$ cat src/rtl/fetch_pkg.sv
// Shared types and constants for the instruction-fetch sequencer.
package fetch_pkg;

    localparam int IW        = 9;
    localparam int AW        = 9;
    localparam int TW        = 8;
    localparam int LUT_DEPTH = 32;
    localparam int LW        = $clog2(LUT_DEPTH);

    localparam logic [2:0] BR_OPCODE = 3'b111;

    typedef enum logic [2:0] {
        IDLE    = 3'd0,
        SYNC    = 3'd1,
        FETCH   = 3'd2,
        ISSUE   = 3'd3,
        ADVANCE = 3'd4,
        HALT    = 3'd5
    } state_t;

    function automatic logic is_branch(input logic [IW-1:0] ins);
        return (ins[IW-1:IW-3] == BR_OPCODE);
    endfunction

endpackage

$ cat src/rtl/jump_lut.sv
// Combinational ROM of branch offsets, indexed by the low instruction bits.
module jump_lut
    import fetch_pkg::*;
(
    input  logic [LW-1:0] index_i,
    output logic [TW-1:0] offset_o
);

    // offset table lookup
    always_comb begin
        offset_o = {TW{1'b0}};
        case (index_i)
            5'd0:    offset_o = 8'd1;
            5'd1:    offset_o = 8'd2;
            5'd2:    offset_o = 8'd3;
            5'd3:    offset_o = 8'd5;
            5'd4:    offset_o = 8'd8;
            5'd5:    offset_o = 8'd13;
            5'd6:    offset_o = 8'd21;
            5'd7:    offset_o = 8'd34;
            5'd8:    offset_o = 8'd55;
            5'd9:    offset_o = 8'd89;
            5'd10:   offset_o = 8'd144;
            5'd11:   offset_o = 8'd233;
            5'd12:   offset_o = 8'd7;
            5'd13:   offset_o = 8'd0;
            5'd14:   offset_o = 8'd255;
            5'd15:   offset_o = 8'd128;
            5'd16:   offset_o = 8'd64;
            5'd17:   offset_o = 8'd32;
            5'd18:   offset_o = 8'd16;
            5'd19:   offset_o = 8'd4;
            5'd20:   offset_o = 8'd9;
            5'd21:   offset_o = 8'd17;
            5'd22:   offset_o = 8'd33;
            5'd23:   offset_o = 8'd65;
            5'd24:   offset_o = 8'd129;
            5'd25:   offset_o = 8'd200;
            5'd26:   offset_o = 8'd100;
            5'd27:   offset_o = 8'd50;
            5'd28:   offset_o = 8'd25;
            5'd29:   offset_o = 8'd12;
            5'd30:   offset_o = 8'd6;
            5'd31:   offset_o = 8'd3;
            default: offset_o = {TW{1'b0}};
        endcase
    end

endmodule

$ cat src/rtl/fetch_sequencer.sv
// Fetch sequencer: reads the instruction at the PC, holds it for the datapath,
// then pulses next_ins with the branch decision so the PC can advance.
module fetch_sequencer
    import fetch_pkg::*;
(
    input  logic          clock_i,
    input  logic          reset_n_i,
    input  logic          start_i,
    input  logic          pc_done_i,
    input  logic [AW-1:0] pc_i,
    output logic [AW-1:0] imem_addr_o,
    input  logic [IW-1:0] imem_rdata_i,
    output logic [IW-1:0] instr_o,
    output logic          instr_valid_o,
    input  logic          exec_done_i,
    input  logic          cond_flag_i,
    output logic          next_ins_o,
    output logic          jump_flag_o,
    output logic [TW-1:0] target_o,
    output logic          running_o
);

    state_t        state_q;
    logic [IW-1:0] instr_q;
    logic          valid_q;
    logic          next_ins_q;
    logic          jump_q;
    logic [TW-1:0] target_q;
    logic          running_q;

    logic [TW-1:0] lut_offset_s;
    logic          jump_d;
    logic [TW-1:0] target_d;

    jump_lut u_jump_lut (
        .index_i  (instr_q[LW-1:0]),
        .offset_o (lut_offset_s)
    );

    // branch decision captured on the exec_done edge; not-taken forces a zero offset
    always_comb begin
        jump_d = is_branch(instr_q) & cond_flag_i;
        if (jump_d) begin
            target_d = lut_offset_s;
        end else begin
            target_d = {TW{1'b0}};
        end
    end

    assign imem_addr_o = pc_i;

    // sequencer FSM; start overrides every state, running survives a mid-program restart
    always_ff @(posedge clock_i or negedge reset_n_i) begin
        if (!reset_n_i) begin
            state_q    <= IDLE;
            instr_q    <= {IW{1'b0}};
            valid_q    <= 1'b0;
            next_ins_q <= 1'b0;
            jump_q     <= 1'b0;
            target_q   <= {TW{1'b0}};
            running_q  <= 1'b0;
        end else if (start_i) begin
            state_q    <= SYNC;
            valid_q    <= 1'b0;
            next_ins_q <= 1'b0;
            jump_q     <= 1'b0;
            target_q   <= {TW{1'b0}};
        end else begin
            case (state_q)
                IDLE: state_q <= IDLE;
                SYNC: begin
                    state_q   <= FETCH;
                    running_q <= 1'b1;
                end
                FETCH: begin
                    if (pc_done_i) begin
                        state_q   <= HALT;
                        running_q <= 1'b0;
                    end else begin
                        state_q <= ISSUE;
                        instr_q <= imem_rdata_i;
                        valid_q <= 1'b1;
                    end
                end
                ISSUE: begin
                    if (exec_done_i) begin
                        state_q    <= ADVANCE;
                        valid_q    <= 1'b0;
                        next_ins_q <= 1'b1;
                        jump_q     <= jump_d;
                        target_q   <= target_d;
                    end
                end
                ADVANCE: begin
                    state_q    <= FETCH;
                    next_ins_q <= 1'b0;
                    jump_q     <= 1'b0;
                    target_q   <= {TW{1'b0}};
                end
                HALT: state_q <= HALT;
                default: begin
                    state_q    <= IDLE;
                    valid_q    <= 1'b0;
                    next_ins_q <= 1'b0;
                    jump_q     <= 1'b0;
                    target_q   <= {TW{1'b0}};
                    running_q  <= 1'b0;
                end
            endcase
        end
    end

    assign instr_o       = instr_q;
    assign instr_valid_o = valid_q;
    assign next_ins_o    = next_ins_q;
    assign jump_flag_o   = jump_q;
    assign target_o      = target_q;
    assign running_o     = running_q;

endmodule

$ cat config.mk
export PLATFORM = sky130hd
export DESIGN_NAME = fetch_sequencer
export DESIGN_NICKNAME = d
export VERILOG_FILES = /design/src/rtl/fetch_pkg.sv /design/src/rtl/jump_lut.sv /design/src/rtl/fetch_sequencer.sv
export SDC_FILE = /design/constraint.sdc
export NUM_CORES = 1
export LEC_CHECK = 0
export ABC_AREA = 1
export CAP_MARGIN = 0
export CORE_MARGIN = 5
export CORE_UTILIZATION = 49
export DETAILED_ROUTE_END_ITERATION = 8
export PLACE_DENSITY = 0.88
export SLEW_MARGIN = 5
export SYNTH_ARGS = -nofsm -noshare
export SYNTH_HDL_FRONTEND = slang
export SYNTH_SLANG_ARGS = --single-unit
export TNS_END_PERCENT = 1
$ cat constraint.sdc
create_clock -name clock_i -period 4.4 [get_ports clock_i]
set_input_delay 0.44 -clock clock_i [delete_from_list [all_inputs] [get_ports clock_i]]
set_output_delay 0.44 -clock clock_i [all_outputs]
set_load 0.05 [all_outputs]
Yosys cells after proc, flatten, opt, wreduce, memory -nomap -nowiden

Memory sizes are Yosys's and may differ from the RTL's.
Cells that the tools add are included.

Bitwise gates (word level): 4
Eq/ne operators: 11
$lt $le $gt $ge: 0
Reductions and logical operators: 9
Add/sub/neg operators: 0
Multipliers: 0
Div/mod/pow operators: 0
Muxes and demuxes: 20
Shift-type cells: 0

Operators with widths:

| operator           | count |
|---|---|
| $mux 8             | 3 |
| $pmux 8 s2         | 1 |
| $pmux 3 s4         | 1 |
| $reduce_or 4->1    | 3 |
| $eq 3x3->1 const B | 3 |
| $mux 3             | 3 |
| $reduce_and 3->1   | 3 |
| $mux 1             | 8 |
| $eq 3x2->1 const B | 2 |
| $ne 3x3->1 const B | 2 |
| $pmux 1 s3         | 2 |
| $ne 2x1->1 const B | 2 |
| $pmux 1 s2         | 2 |
| $eq 3x1->1 const B | 1 |
| $logic_not 3->1    | 1 |
| $not 1->1          | 3 |
| $ne 2x2->1 const B | 1 |
| $reduce_and 2->1   | 1 |
| $reduce_or 2->1    | 1 |
| $and 1x1->1        | 1 |

Flip-flop bits (word level): 24
Bits in writable memories: 0
Bits in read-only memories: 256
Input port bits: 24
Memories kept: 1
Latch bits: 0
Output and inout port bits: 30
Logic and storage cells: 52

Memory list:

| memory           | words | width | rd ports | clocked after Yosys merged registers in | write ports | line           | text |
|---|---|---|---|---|---|---|---|
| (name not given) | 32    | 8     | 1        | 0                                       | 0           | jump_lut.sv:12 | `case (index_i)` |

Longest topological paths before layout

Gate-level depths: netlist of run 1.

Depth in word-level cells: 6
Gate-level depth with buffers: 10
Mapped depth without buffers: 10

Modules after synthesis

A second synthesis of run 1 with hierarchy kept.

Cells, all modules: 235
Area, all modules: 1706.6 um^2

By module, submodules not included:

| module          | instances | sequential area each (um^2) | cells an instance | area each (um^2) |
|---|---|---|---|---|
| fetch_sequencer | 1         | 600.6                       | 136               | 1158.6 |
| jump_lut        | 1         | 0.0                         | 99                | 548.0 |

Worst setup path before layout of run 1

OpenSTA, ideal clock, no wires.

Kind: register to register
Start: register instr_q[1], in the netlist instr_o[1]
End: register target_q[2], in the netlist target_o[2]
Arrival: 1.744 ns
Stages on the path, launching flop included: 11
Period minus slack after synthesis: 1.861 ns
Path slack: 2.539 ns
Library setup time: 0.118 ns
Data required time: 4.282 ns
Path buffers: 0
Cell sequence: dfrtp_1 inv_1 ha_1 inv_1 nand2_1 nand2_1 nand2_1 nand2_1 nand2_1 nand3_1 nand2_1

Longest elaborated chain between the ends: 5

RTL lines:

| element                | line                  | text |
|---|---|---|
| start, declared        | fetch_sequencer.sv:24 | `logic [IW-1:0] instr_q;` |
| start signal, assigned | fetch_sequencer.sv:56 | `instr_q <= {IW{1'b0}};` |
| start signal, assigned | fetch_sequencer.sv:81 | `instr_q <= imem_rdata_i;` |
| $mem_v2 32x8           | -                     |  |
| $mux 8                 | fetch_sequencer.sv:43 | `if (jump_d) begin` |
| $mux 8                 | fetch_sequencer.sv:86 | `if (exec_done_i) begin` |
| $pmux 8 s2             | fetch_sequencer.sv:69 | `case (state_q)` |
| $mux 8                 | fetch_sequencer.sv:62 | `end else if (start_i) begin` |
| end signal, assigned   | fetch_sequencer.sv:60 | `target_q <= {TW{1'b0}};` |
| end signal, assigned   | fetch_sequencer.sv:67 | `target_q <= {TW{1'b0}};` |
| end signal, assigned   | fetch_sequencer.sv:91 | `target_q <= target_d;` |
| end, declared          | fetch_sequencer.sv:28 | `logic [TW-1:0] target_q;` |

No other way between the ends. The select of a mux whose other input is x is not followed.
A chain may end at the register's enable or synchronous reset.

Worst setup path after layout of run 1

Start: register instr_q[2], in the netlist instr_o[2]
End: output port instr_o[2]

RTL lines:

| element       | line                  | text |
|---|---|---|
| end, declared | fetch_sequencer.sv:13 | `output logic [IW-1:0] instr_o,` |

No word-level cell between the ends.

==> flow_summary_export.csv, run 1 <==
group,metric,value,unit
run_status,outcome,"finished clean",
floorplan,core_area,3080,sq um
pwr,ir_worst_vdd,411,uV
pwr,swShare,50.7,%
pwr,p_int,0.586,mW
route,drt_iter0_markers,76,
cts,cts_buffers,3,
route,wire_per_inst,11.5,um
grt,grt_pass1_vias,1258,
yosys,netlist.area_leader.share,38.1,%
yosys,synth_top_area_cell,"dfrtp_1",
grt,grt_pass1_wl,5680,um
timing,slew_violations,0,
cts,cts_root_buffer,"clkbuf_4",
cts,cts_htree_levels,1,
floorplan,rows,20,
timing,rsz0062_at_grt,"no",
placement,gp_congestion,0.900,
yosys,yosysWarningCount,0,
pwr,p_switching,0.603,mW
timing,period_share,51.7,%
route,viasPerCell,5.04,
layout,antenna_cells,0,
placement,dp.final_hpwl,2380,um
critical_path,crit_family,"buffers and inverters",
cts,cts_max_path_buffers,2,
timing,setup-violations-final,0,
min_path,hold_path_class,"flop to flop",
timing,setup_ws,2.13,ns
timing,max_freq,440,MHz
layout,syn_to_final_growth,22.0,%
yosys,ys_ff_latch,24,
yosys,synthCells,214,
floorplan,io_pins,54,
cts,clkSlewWorstSetupHoldPaths,0.14,ns
placement,dp_slack,2.51,ns
layout,drive_gt1_share,5.91,%
timing,tightest_slew,1.04,ns
floorplan,die_w,66.7,um
route,dr.pass1.iters,4,
grt,track_usage,16.3,%
cts,cts_tree,"done",
route,ant_nets,0,
critical_path,worst-path-max-fanout,15,
yosys,seq_area_frac_synth,38.1,%
cts,hold_buffers,0,
timing,skew,0.00316,ns
placement,port_buffers,35,
grt,antenna_found_initial,0,
floorplan,start_util,51.3,%
pwr,total_power,1.19,mW
critical_path,worstSetupStartpointType,"flop",
yosys,syn_area_per_cell,7.37,sq um
cts,cts.sinks,24,
critical_path,critPathCaptureType,"primary output",
yosys,syn_nets,244,
pwr,leakagePower,0.952,nW
pwr,seqPwrFrac,30.2,%
timing,period_minus_slack,2.27,ns
critical_path,path_cells,"clkdlybuf4s50_1",
critical_path,max_stage_delay,0.89,ns
job,max_cap_violations,0,
timing,hold_violations,0,
critical_path,path_buf_inv,1,
floorplan,die-area,4450,sq um
timing,slew_headroom,30.4,%
route,drcViolationCount,0,
route,drt-total-wl,3230,um
timing,fin_tns_setup,0,ns
pwr,power_density,618,nW/um^2
critical_path,cp_data_required_time,3.96,ns
yosys,synth_area,1580,sq um
layout,nets,268,
route,vias,1417,
grt,grt_start_max_net_pins,25,
pwr,p_clk_share,13.7,%
grt,grt_overflow,0,
critical_path,cp.arrival,1.83,ns
yosys,yosys-top-cells-area,"dfrtp_1 38%, nand2_1 17%, nand3_1 11%, ha_1 4.8%, buf_4 4.3%",
cts,clk_latency,0.32,ns
cts,cts_resized,0,
pwr,p_comb_share,56.1,%
yosys,yosysUniqueCellTypes,21,
cts,postCtsSetupBuffers,0,
critical_path,critPathKind,"flop to primary output",
critical_path,crit_slowest_cell,"clkdlybuf4s50_1",
floorplan,die_y,66.7,um
-- placed cells by master, fill, tap and decap left out, drive strengths merged --
| cell type | synthesis | routed |
|---|---|---|
| clkdlybuf4s50 | 0 | 35 |
| nand3 | 37 | 37 |
| dfrtp | 24 | 24 |
| a21oi | 9 | 9 |
| nand4 | 1 | 1 |
| inv | 18 | 18 |
| nor2 | 12 | 12 |
| nand2 | 76 | 76 |
| ha | 6 | 6 |
| clkbuf | 3 | 3 |
| bufinv | 0 | 1 |
| o21ai | 13 | 13 |
| clkinv | 1 | 1 |
| o2111ai | 1 | 1 |
-- logic make-up after synthesis --
family                     Yosys count  synth area share, %
AOI/OAI and AO/OA                   23                 7.53
buffers and inverters               35                 11.6
DFF                                 24                 38.1
adders and majority gates            6                 4.76
and+or+nand+nor                    126                 38.1
-- area by class of cell --
cell class                 count  area, sq um
sequential                    24          601
inverter                      19         71.3
clock inverter                 1         30.0
multi-input combinational    155          795
clock buffer                   3         22.5
tap                           44         55.1
timing repair buffer          35          350
fill                         278         1150
-- layer usage --
layer	GRT usage [%]	routed length [um]	part of all wire [%]
met5	0	0	0
met3	3.20	256	7.9
met2	24.4	1460	45
met1	23.3	1470	45
met4	5.33	53	1.6
-- sequential cells by signal, summed over array words and instances, names as in the netlist --
register / cells
next_ins_o: 1
target_o: 8
state_q: 3
instr_o: 9
instr_valid_o: 1
jump_flag_o: 1
running_o: 1
-- power groups by stage --
stage	clock network [mW]	registers [mW]	logic, mW
finish	0.163	0.358	0.667
CTS	0.166	0.356	0.665
global route	0.173	0.372	0.738
floorplan	0	0.480	0.392
global placement	0	0.357	0.659
detailed placement	0	0.361	0.660
-- through the flow --
step           area (sq um)  hold slack (ns)  cells  utilization, %
2_1_floorplan          1580            0.144    214               -
4_1_cts                1920            0.497    281            62.5
5_1_grt                1920            0.522    281            62.5
3_3_place_gp           1870            0.462    277            60.8
6_report               1920            0.492    281            62.5
3_5_place_dp           1870            0.464    277            60.8
-- final timing paths --
path	from	to	depth (start not counted)	slack (ns)
max	instr_o[2]	instr_o[2]	1	2.13
min	instr_valid_o	instr_valid_o	2	0.49
max reg2reg	instr_o[1]	target_o[2]	10	2.70
min reg2reg	instr_valid_o	instr_valid_o	2	0.49
max in group asynchronous	reset_n_i	state_q[0]	1	3.11
min in group asynchronous	reset_n_i	instr_o[0]	1	0.66
-- Yosys cell counts, drive strengths merged --
cell / number
nand3: 37
inv: 18
o2111ai: 1
clkbuf: 3
ha: 6
a21oi: 9
clkinv: 1
buf: 13
o21ai: 13
nand4: 1
nand2: 76
dfrtp: 24
nor2: 12
Power figures use the tool's default switching activity.
==> run 2, diff against run 1 <==
--- a/config.mk
+++ b/config.mk
@@ -8,9 +8,9 @@
 export ABC_AREA = 1
 export CAP_MARGIN = 0
 export CORE_MARGIN = 5
-export CORE_UTILIZATION = 49
+export CORE_UTILIZATION = 41
 export DETAILED_ROUTE_END_ITERATION = 8
-export PLACE_DENSITY = 0.88
+export PLACE_DENSITY = 0.79
 export SLEW_MARGIN = 5
 export SYNTH_ARGS = -nofsm -noshare
 export SYNTH_HDL_FRONTEND = slang
==> constraint.sdc (replaced) <==
create_clock -name clock_i -period 2 [get_ports clock_i]
set_input_delay 0.2 -clock clock_i [delete_from_list [all_inputs] [get_ports clock_i]]
set_output_delay 0.2 -clock clock_i [all_outputs]
set_load 0.05 [all_outputs]
==> run 2 against run 1 <==
  * Register-to-register slack got worse by 2.4 ns
  * Core utilization decreased by 9.4 points
  * Flip-flop and latch count unchanged
==> flow_summary_export.csv, run 2 (synthesized netlist as in run 1, its figures left out) <==
group,metric,value,unit
run_status,outcome,"finished clean",
placement,dp_slack,0.371,ns
critical_path,critPathCaptureType,"primary output",
critical_path,cp.arrival,1.72,ns
timing,skew,0.00674,ns
timing,slew_violations,0,
critical_path,max_stage_delay,0.88,ns
timing,period_share,96.0,%
cts,hold_buffers,0,
route,routed.top_layer,"met4",
pwr,p_switching,1.35,mW
pwr,leakagePower,0.970,nW
layout,largest_reg_flops,9,
cts,postCtsSetupBuffers,0,
timing,max_freq,521,MHz
floorplan,die_y,72.0,um
cts,clk_latency,0.27,ns
floorplan,io_pins,54,
cts,cts_max_path_buffers,2,
timing,setup_ws,0.0806,ns
route,drcViolationCount,0,
pwr,swShare,49.6,%
pwr,ir_worst_vdd,765,uV
critical_path,path_cells,"clkdlybuf4s50_1",
timing,fin_tns_setup,0,ns
cts,cts_root_buffer,"clkbuf_8",
grt,grt_pass1_wl,5930,um
grt,grt_start_max_net_pins,25,
floorplan,core_area,3690,sq um
layout,final_area,1960,sq um
grt,antenna_found_initial,0,
timing,slew_headroom,66.4,%
timing,rsz0062_at_grt,"no",
cts,cts_buffers,3,
cts,cts.sinks,24,
placement,gp_congestion,0.874,
pwr,p_int,1.37,mW
pwr,p_comb_share,56.1,%
timing,tightest_slew,0.502,ns
critical_path,crit_slowest_cell,"clkdlybuf4s50_1",
cts,cts_resized,0,
floorplan,start_util,42.8,%
floorplan,die_w,72.0,um
route,wire_per_inst,11.9,um
layout,antenna_cells,0,
critical_path,path_buf_inv,1,
layout,syn_to_final_growth,24.3,%
job,max_cap_violations,0,
layout,final_util,53.2,%
pwr,p_clk_share,15.9,%
placement,dp.final_hpwl,2440,um
layout,fillers,354,
route,drt-total-wl,3400,um
route,ant_nets,0,
layout,drive_gt1_share,7.11,%
route,vias,1412,
timing,hold_violations,0,
route,dr.pass1.iters,5,
route,wl_met2,1560,um
pwr,power_density,1380,nW/um^2
layout,nets,270,
critical_path,crit_family,"buffers and inverters",
critical_path,worstSetupStartpointType,"flop",
grt,grt_pass1_vias,1296,
floorplan,die-area,5190,sq um
cts,clkSlewWorstSetupHoldPaths,0.09,ns
pwr,total_power,2.71,mW
pwr,seqPwrFrac,28.0,%
floorplan,rows,22,
cts,cts_htree_levels,1,
critical_path,worst-path-max-fanout,12,
timing,period_minus_slack,1.92,ns
route,drt_iter0_markers,90,
route,wl_met1,1590,um
critical_path,cp_data_required_time,1.80,ns
route,viasPerCell,4.92,
critical_path,critPathKind,"flop to primary output",
cts,cts_tree,"done",
placement,port_buffers,35,
placement,post_dp_cell_area,1890,sq um
timing,setup-violations-final,0,
layout,layout_common_cells,"73 x nand2_1, 35 x nand3_1, 34 x clkdlybuf4s50_1",
min_path,hold_path_class,"input pin to asynchronous set/reset pin",
grt,track_usage,14.1,%
grt,grt_overflow,0,
layout,final_common_cell,"nand2_1",
route,wl_met3,197,um
run 2: cell types whose count changed in the layout (fill, tap and decap cells not counted), sizes merged:
cell / before / now
clkdlybuf4s50: 35 / 34
buf: 0 / 3
run 2: final timing paths:
kind	from	end	slack (ns)	depth (start not counted)
setup / recovery	instr_o[3]	instr_o[3]	0.08	1
hold / removal	reset_n_i	target_o[5]	0.28	2
setup reg to reg	instr_o[1]	target_o[2]	0.31	10
hold reg to reg	instr_valid_o	instr_valid_o	0.48	2
max in group asynchronous	reset_n_i	instr_o[3]	1.49	2
min in group clock_i	pc_i[3]	imem_addr_o[3]	0.40	0
run 2: per-stage QoR:
| stage | instances | hold WS, ns |
|---|---|---|
| 5_1_grt | 287 | 0.308 |
| 3_3_place_gp | 283 | 0.400 |
| 4_1_cts | 287 | 0.284 |
| 3_5_place_dp | 283 | 0.400 |
| 2_1_floorplan | 214 | -0.0956 |
| 6_report | 287 | 0.276 |
run 2: per-layer routing:
metal	up-vias	track usage [%]
met5	-	0
met4	0	6.05
met3	4	2.49
met2	50	22.4
met1	628	18.7
li1	730	-
run 2: final cells by class:
class | instances | area (sq um) | area share [%]
inverter | 19 | 71.3 | 3.64
multi-input combinational | 155 | 795 | 40.5
tap | 48 | 60.1 | 3.06
clock inverter | 1 | 30.0 | 1.53
timing repair buffer | 37 | 363 | 18.5
clock buffer | 3 | 41.3 | 2.11
sequential | 24 | 601 | 30.6
run 2: power by group through the flow:
stage / clock (mW) / combinational (mW) / sequential [mW]
global route: 0.452 / 1.69 / 0.784
detailed placement: 0 / 1.50 / 0.766
CTS: 0.437 / 1.52 / 0.758
finish: 0.431 / 1.52 / 0.758
floorplan: 0 / 0.861 / 1.06
global placement: 0 / 1.50 / 0.763
